### src/rtl/tsqr_drain_pkg.sv
// Shared types and constants for the TSQR R-factor drain stage.
package tsqr_drain_pkg;

    typedef enum logic [1:0] {
        StIdle,
        StRead,
        StDrain
    } state_e;

    localparam int unsigned LANE_W     = 64;
    localparam int unsigned FIFO_DEPTH = 4;
    localparam int unsigned FIFO_CNT_W = $clog2(FIFO_DEPTH + 1);

endpackage

### src/rtl/tsqr_drain_fifo.sv
// Small synchronous FIFO (FIFO_DEPTH entries) with occupancy count; head is shown combinationally.
module tsqr_drain_fifo
    import tsqr_drain_pkg::*;
#(
    parameter int unsigned DATA_W = 8
) (
    input  logic                  clk,
    input  logic                  rst_n,
    input  logic                  i_wr_en,
    input  logic [DATA_W-1:0]     i_wr_data,
    input  logic                  i_rd_en,
    output logic [DATA_W-1:0]     o_rd_data,
    output logic [FIFO_CNT_W-1:0] o_count
);

    localparam int unsigned PTR_W = $clog2(FIFO_DEPTH);

    logic [DATA_W-1:0]     r_mem [FIFO_DEPTH];
    logic [PTR_W-1:0]      r_wr_ptr;
    logic [PTR_W-1:0]      r_rd_ptr;
    logic [FIFO_CNT_W-1:0] r_count;

    always_ff @(posedge clk or negedge rst_n) begin
        if (!rst_n) begin
            for (int i = 0; i < int'(FIFO_DEPTH); i++) begin
                r_mem[i] <= '0;
            end
            r_wr_ptr <= '0;
            r_rd_ptr <= '0;
            r_count  <= '0;
        end else begin
            if (i_wr_en) begin
                r_mem[r_wr_ptr] <= i_wr_data;
                r_wr_ptr        <= r_wr_ptr + PTR_W'(1);
            end
            if (i_rd_en) begin
                r_rd_ptr <= r_rd_ptr + PTR_W'(1);
            end
            if (i_wr_en && !i_rd_en) begin
                r_count <= r_count + FIFO_CNT_W'(1);
            end else if (!i_wr_en && i_rd_en) begin
                r_count <= r_count - FIFO_CNT_W'(1);
            end
        end
    end

    assign o_rd_data = r_mem[r_rd_ptr];
    assign o_count   = r_count;

endmodule

### src/rtl/tsqr_r_drain.sv
// Reads the R factor rows out of the TSQR engine memory and streams them with valid/ready.
// Optional TSQR_DRAIN_UPPER_MASK_EN zeroes the lanes below the diagonal before buffering.
module tsqr_r_drain
    import tsqr_drain_pkg::*;
#(
    parameter int unsigned               MATRIX_WIDTH   = 8,
    parameter int unsigned               RAM_WIDTH      = 512,
    parameter int unsigned               RAM_ADDR_WIDTH = 8,
    parameter int unsigned               MEM_NO         = 2,
    parameter int unsigned               MEM_SEL        = 0,
    parameter logic [RAM_ADDR_WIDTH-1:0] R_BASE_ADDR    = '0,
    parameter int unsigned               RD_LAT         = 1
) (
    input  logic                            clk,
    input  logic                            rst_n,
    input  logic                            tsqr_fi,
    output logic [MEM_NO-1:0]               dma_mem_enb,
    output logic [RAM_ADDR_WIDTH-1:0]       dma_mem_addrb,
    input  logic [RAM_WIDTH-1:0]            dma_mem_doutb,
    output logic                            r_valid,
    input  logic                            r_ready,
    output logic [RAM_WIDTH-1:0]            r_data,
    output logic [$clog2(MATRIX_WIDTH)-1:0] r_row,
    output logic                            r_last,
    output logic                            busy,
    output logic                            done,
    output logic                            start_err
);

    localparam int unsigned       ROW_W    = $clog2(MATRIX_WIDTH);
    localparam logic [ROW_W-1:0]  LAST_ROW = ROW_W'(MATRIX_WIDTH - 1);
    localparam int unsigned       CRED_W   = FIFO_CNT_W + 1;

    state_e                   r_state;
    state_e                   w_state_d;
    logic                     r_fi_q;
    logic                     w_fi_rise;
    logic [ROW_W-1:0]         r_issue_row;
    logic                     w_issue;
    logic [RD_LAT-1:0]        r_pipe_vld;
    logic [ROW_W-1:0]         r_pipe_tag [RD_LAT];
    logic [FIFO_CNT_W-1:0]    w_fifo_cnt;
    logic [CRED_W-1:0]        w_used;
    logic                     w_credit_ok;
    logic                     w_hs;
    logic                     w_done_d;
    logic                     w_wr_en;
    logic [ROW_W-1:0]         w_wr_tag;
    logic [RAM_WIDTH-1:0]     w_wr_data;
    logic [ROW_W+RAM_WIDTH-1:0] w_rd_payload;
    logic                     r_done;
    logic                     r_start_err;

    assign w_fi_rise = tsqr_fi & ~r_fi_q;
    assign w_hs      = r_valid & r_ready;
    assign w_wr_en   = r_pipe_vld[RD_LAT-1];
    assign w_wr_tag  = r_pipe_tag[RD_LAT-1];

    // Every read in flight already owns a FIFO slot, so the FIFO can never overflow.
    always_comb begin
        w_used = CRED_W'(w_fifo_cnt);
        for (int i = 0; i < int'(RD_LAT); i++) begin
            w_used = w_used + CRED_W'(r_pipe_vld[i]);
        end
    end
    assign w_credit_ok = (w_used < CRED_W'(FIFO_DEPTH));

    always_comb begin
        w_state_d = r_state;
        w_issue   = 1'b0;
        w_done_d  = 1'b0;
        unique case (r_state)
            StIdle: begin
                if (w_fi_rise) w_state_d = StRead;
            end
            StRead: begin
                if (w_credit_ok) begin
                    w_issue = 1'b1;
                    if (r_issue_row == LAST_ROW) w_state_d = StDrain;
                end
            end
            StDrain: begin
                if (w_hs && r_last) begin
                    w_state_d = StIdle;
                    w_done_d  = 1'b1;
                end
            end
            default: w_state_d = StIdle;
        endcase
    end

    always_ff @(posedge clk or negedge rst_n) begin
        if (!rst_n) begin
            r_state     <= StIdle;
            r_fi_q      <= 1'b0;
            r_issue_row <= '0;
            r_pipe_vld  <= '0;
            for (int i = 0; i < int'(RD_LAT); i++) begin
                r_pipe_tag[i] <= '0;
            end
            r_done      <= 1'b0;
            r_start_err <= 1'b0;
        end else begin
            r_state     <= w_state_d;
            r_fi_q      <= tsqr_fi;
            r_done      <= w_done_d;
            r_start_err <= w_fi_rise & (r_state != StIdle);
            if (r_state == StIdle && w_fi_rise) begin
                r_issue_row <= '0;
            end else if (w_issue) begin
                r_issue_row <= r_issue_row + ROW_W'(1);
            end
            for (int i = int'(RD_LAT) - 1; i > 0; i--) begin
                r_pipe_vld[i] <= r_pipe_vld[i-1];
                r_pipe_tag[i] <= r_pipe_tag[i-1];
            end
            r_pipe_vld[0] <= w_issue;
            r_pipe_tag[0] <= r_issue_row;
        end
    end

    always_comb begin
        dma_mem_enb          = '0;
        dma_mem_enb[MEM_SEL] = w_issue;
    end
    assign dma_mem_addrb = w_issue ? (R_BASE_ADDR + RAM_ADDR_WIDTH'(r_issue_row)) : '0;

`ifdef TSQR_DRAIN_UPPER_MASK_EN
    localparam int unsigned LANES = RAM_WIDTH / LANE_W;

    // Lane 0 sits in the MSBs; lanes left of the diagonal are cleared.
    always_comb begin
        w_wr_data = dma_mem_doutb;
        for (int j = 0; j < int'(LANES); j++) begin
            if (j < int'(w_wr_tag)) begin
                w_wr_data[RAM_WIDTH-1-j*LANE_W -: LANE_W] = '0;
            end
        end
    end
`else
    assign w_wr_data = dma_mem_doutb;
`endif

    tsqr_drain_fifo #(
        .DATA_W(ROW_W + RAM_WIDTH)
    ) u_fifo (
        .clk      (clk),
        .rst_n    (rst_n),
        .i_wr_en  (w_wr_en),
        .i_wr_data({w_wr_tag, w_wr_data}),
        .i_rd_en  (w_hs),
        .o_rd_data(w_rd_payload),
        .o_count  (w_fifo_cnt)
    );

    assign r_valid   = (w_fifo_cnt != '0);
    assign r_data    = w_rd_payload[RAM_WIDTH-1:0];
    assign r_row     = w_rd_payload[ROW_W+RAM_WIDTH-1:RAM_WIDTH];
    assign r_last    = r_valid & (r_row == LAST_ROW);
    assign busy      = (r_state != StIdle);
    assign done      = r_done;
    assign start_err = r_start_err;

endmodule
### config.mk
export PLATFORM = sky130hd
export DESIGN_NAME = tsqr_r_drain
export DESIGN_NICKNAME = d
export VERILOG_FILES = /design/src/rtl/tsqr_drain_pkg.sv /design/src/rtl/tsqr_drain_fifo.sv /design/src/rtl/tsqr_r_drain.sv
export SDC_FILE = /design/constraint.sdc
export NUM_CORES = 2
export LEC_CHECK = 0
export CORE_MARGIN = 1.5
export CORE_UTILIZATION = 48
export DETAILED_ROUTE_END_ITERATION = 6
export GPL_TIMING_DRIVEN = 0
export HOLD_SLACK_MARGIN = 0.12
export PLACE_DENSITY = 0.78
export SYNTH_ARGS = -nofsm -noshare
export SYNTH_HDL_FRONTEND = slang
export SYNTH_SLANG_ARGS = --single-unit
### constraint.sdc
create_clock -name clk -period 2.3 [get_ports clk]
set_clock_uncertainty 0.2 [all_clocks]
set_input_delay 0.23 -clock clk [delete_from_list [all_inputs] [get_ports clk]]
set_output_delay 0.23 -clock clk [all_outputs]
set_load 0.005 [all_outputs]
==> impl_metrics.toml <==
[status]
status = "complete, but fails checks"
violations = "hold timing, setup timing"

[critical_path]
r2r-end = "u_fifo.r_mem[672]"
startpoint = "u_fifo.r_rd_ptr[0]"
critPathKind = "flip-flop to output port"
reg2reg_from = "u_fifo.r_wr_ptr[0]"
end_kind = "output port"
r2r_setup_slack_ps = -690
arrival_ps = 2760
cpMostUsedCell = "clkbuf_16"
slowest_delay_ps = 480
cp.depth = 8
crit_required_ps = 1870
critPathCapture = "r_data[95]"
path_cells = "buf_8, buf_16, clkbuf_16, buf_12, clkbuf_16, buf_4, mux4_2, clkbuf_2"
path_buf_inv = 7
path_delay_family = "buffers and inverters"
cp_slowest_cell = "mux4_2"
startpoint_type = "flip-flop"
worstPathMaxFanout = 6
r2r_cells = 7

[place]
portBuffers = 1039
gp_congestion = 0.826
pre_cts_ws_ps = -1860
hpwl_mm = 170

[sta]
fin_crit_ps = 3190
whs_ps = -894
post-route-period-util_pct = 138
setup_slack_ps = -885
worst_pin_slew_ps = 1020
relSlewSlack_pct = 32.2
fmax_mhz = 314
rsz0062_at_grt = "true"
finalHoldViolations = 468
setup_viol_count_final = 2678
maxSlewViolCount = 0

[floorplanning]
core_um2 = 185000
start_util_pct = 48.3
fp.dieW_um = 435
die_area_um2 = 189000
ios = 1046
die_h_um = 435
rows = 158

[routing]
vias = 54400
routed_wl_mm = 255
drc = 0
drt_iter0_drc = 3072
first_pass_iters = 5
post_drt_wl_per_cell_um = 26.2
ant_nets = 0
vias_per_cell = 5.59

[power]
power.density_nw_per_um2 = 1480
clkPwrFrac_pct = 20.2
p_seq_share_pct = 37.2
ir_drop_v = 0.000901
p_int_mw = 119
switching_power_mw = 56.1
power_frac_comb_pct = 42.6
p_leak_nw = 51.6
p_sw_share_pct = 32.0

[cts]
cts_tree = "yes"
holdBufCountCts = 514
clockBufferDepth = 3
cts_sinks = 2079
cts_max_level = 4
clk_pin_slew_worst_paths_ps = 60
root_buffer = "clkbuf_16"
cts_buffers = 211
clk_latency_ps = 870

[final_layout]
final_util_pct = 64.0
num-fill-cells = 12600
final_net_count = 7560
drive_above_1_share_pct = 22.8
synthToLayoutAreaGrowth_pct = 32.6

[global_route]
grt_pass1_wl_mm = 376
grt_overflow = 0
grt_pass1_vias = 59300
antenna_found_initial = 67
grt_max_degree = 185
grt_util_all_layers_pct = 26.1

[yosys]
synth_seq_area_share_pct = 58.1
synth.area.top_cells = "dfrtp_1, mux2_1, mux4_2, buf_2, buf_6"
syn_avg_cell_area_um2 = 17.7
ys_warn_count = 0
synth_top_area_share_pct = 58.1
synthCells = 5064
syn-cell-area_um2 = 89500
ys_seq_elements = 2079
synth_cell_type_count = 31
synth_top_cell_by_area = "dfrtp_1"

[flow_run]
cap_violations = 0

[hold_path]
hp-class = "primary input to async pin"
[timing repair]
item                                   4_1_cts  5_1_grt
setup endpoints to repair                 3113     3563
endpoints found under the hold margin     2523      468
gates cloned                                 2       22
setup buffers                                4      162
resized for setup                          436      897
[per-layer routing]
metal	part of all wire (%)	GRT usage, %
met5	0.035	0
met4	6.8	15.9
met3	5.6	5.81
met2	50	43.3
met1	38	31.2
[logic make-up after synthesis]
family          synth area share, %
buf+inv                        2.52
other cells                 0.00419
simple gates                  0.164
xor+xnor                     0.0587
flops                          58.1
mux                            38.9
compound gates               0.0895
fa+ha+maj                     0.120
[cell usage in the layout, fill, tap and decap left out, types with 6 or more instances in the layout]
cell type        netlist  layout
clkinv_2               0      39
buf_2                211     212
clkinv_16              0      10
clkbuf_4               0      13
buf_4                 71     217
dlygate4sd3_1          0     514
buf_16                 0      22
conb_1                 1       6
clkbuf_1              16      47
clkbuf_8               0      65
mux4_2               515     515
nand2_1                8       8
buf_12                 0      62
buf_6                 53      80
dlymetal6s2s_1         0     259
mux2_1              2060    2060
dfrtp_1             2079    2078
dlygate4sd2_1          0      27
clkdlybuf4s50_1        0     523
buf_8                  0      12
clkbuf_16              0     233
diode_2                0      50
clkbuf_2               0     133
ha_1                   7       7
bufinv_16              0      12
[how the worst min path moves through the flow]
stage	startpoint	endpoint	depth (start not counted)	slack (ps)
6_report	rst_n	u_fifo.r_mem[128]	1	-890
5_1_grt	rst_n	u_fifo.r_mem[131]	1	-880
4_1_cts	rst_n	u_fifo.r_mem[643]	1	-920
3_5_place_dp	rst_n	u_fifo.r_mem[129]	1	40
3_3_place_gp	r_issue_row[1]	r_pipe_tag[1]	0	210
2_1_floorplan	rst_n	done	0	-270
[final cells by class]
type | count | area [um^2] | share of cell area, %
Tap cell | 2480 | 3100 | 2.62
Clock buffer | 315 | 6280 | 5.29
Buffer | 350 | 2970 | 2.51
Multi-Input combinational cell | 2636 | 35200 | 29.7
Inverter | 3 | 11.3 | 0.00949
Antenna cell | 50 | 125 | 0.105
Timing Repair Buffer | 1755 | 17900 | 15.1
Sequential cell | 2079 | 52000 | 43.9
Clock inverter | 74 | 1000 | 0.843
[cells in the mapped netlist]
cell type	count
conb_1	1
nand2b_1	2
buf_2	211
clkbuf_1	16
mux2_2	1
mux2_1	2060
and3_4	1
buf_4	71
a221oi_2	1
xor2_1	3
nand3_1	3
a21oi_1	3
o31ai_1	1
fa_1	1
or3_1	2
a21o_1	1
and2_1	1
a31o_1	1
inv_1	3
a31oi_1	1
dfrtp_1	2079
or2_2	1
nor2b_1	2
and3_1	4
buf_6	53
ha_1	7
nand2_1	8
nor2_1	4
o21ai_0	4
mux4_2	515
xnor2_1	3
[power groups by stage]
stage | Combinational [mW] | Sequential (mW) | Clock [mW]
2_1_floorplan | 38.4 | 61.6 | 0
3_3_place_gp | 70.2 | 64.4 | 0
3_5_place_dp | 72.3 | 64.9 | 0
4_1_cts | 72.6 | 64.5 | 35.9
5_1_grt | 78.8 | 67.0 | 37.4
6_report | 74.7 | 65.1 | 35.4
[flip-flops by register name (all words and copies together) (netlist names)]
register and cells:
start_err 1, r_pipe_tag 3, r_issue_row 3, u_fifo.r_rd_ptr 2, u_fifo.o_count 3, done 1
r_pipe_vld 1, u_fifo.r_wr_ptr 2, r_fi_q 1, r_state 2, u_fifo.r_mem 2060
[through the flow]
step	hold slack [ps]	TNS, ps	instance area, um^2	power (mW)	cells
5_1_grt	-884	-1634780	119000	183	9740
3_5_place_dp	39.1	-2459970	103000	137	8600
3_3_place_gp	209	-	103000	135	8588
4_1_cts	-923	-1739490	116000	173	9509
2_1_floorplan	-266	0	89500	100	5069
6_report	-894	-1208430	119000	175	9742
Note: power is estimated with default switching activity, not from simulation.
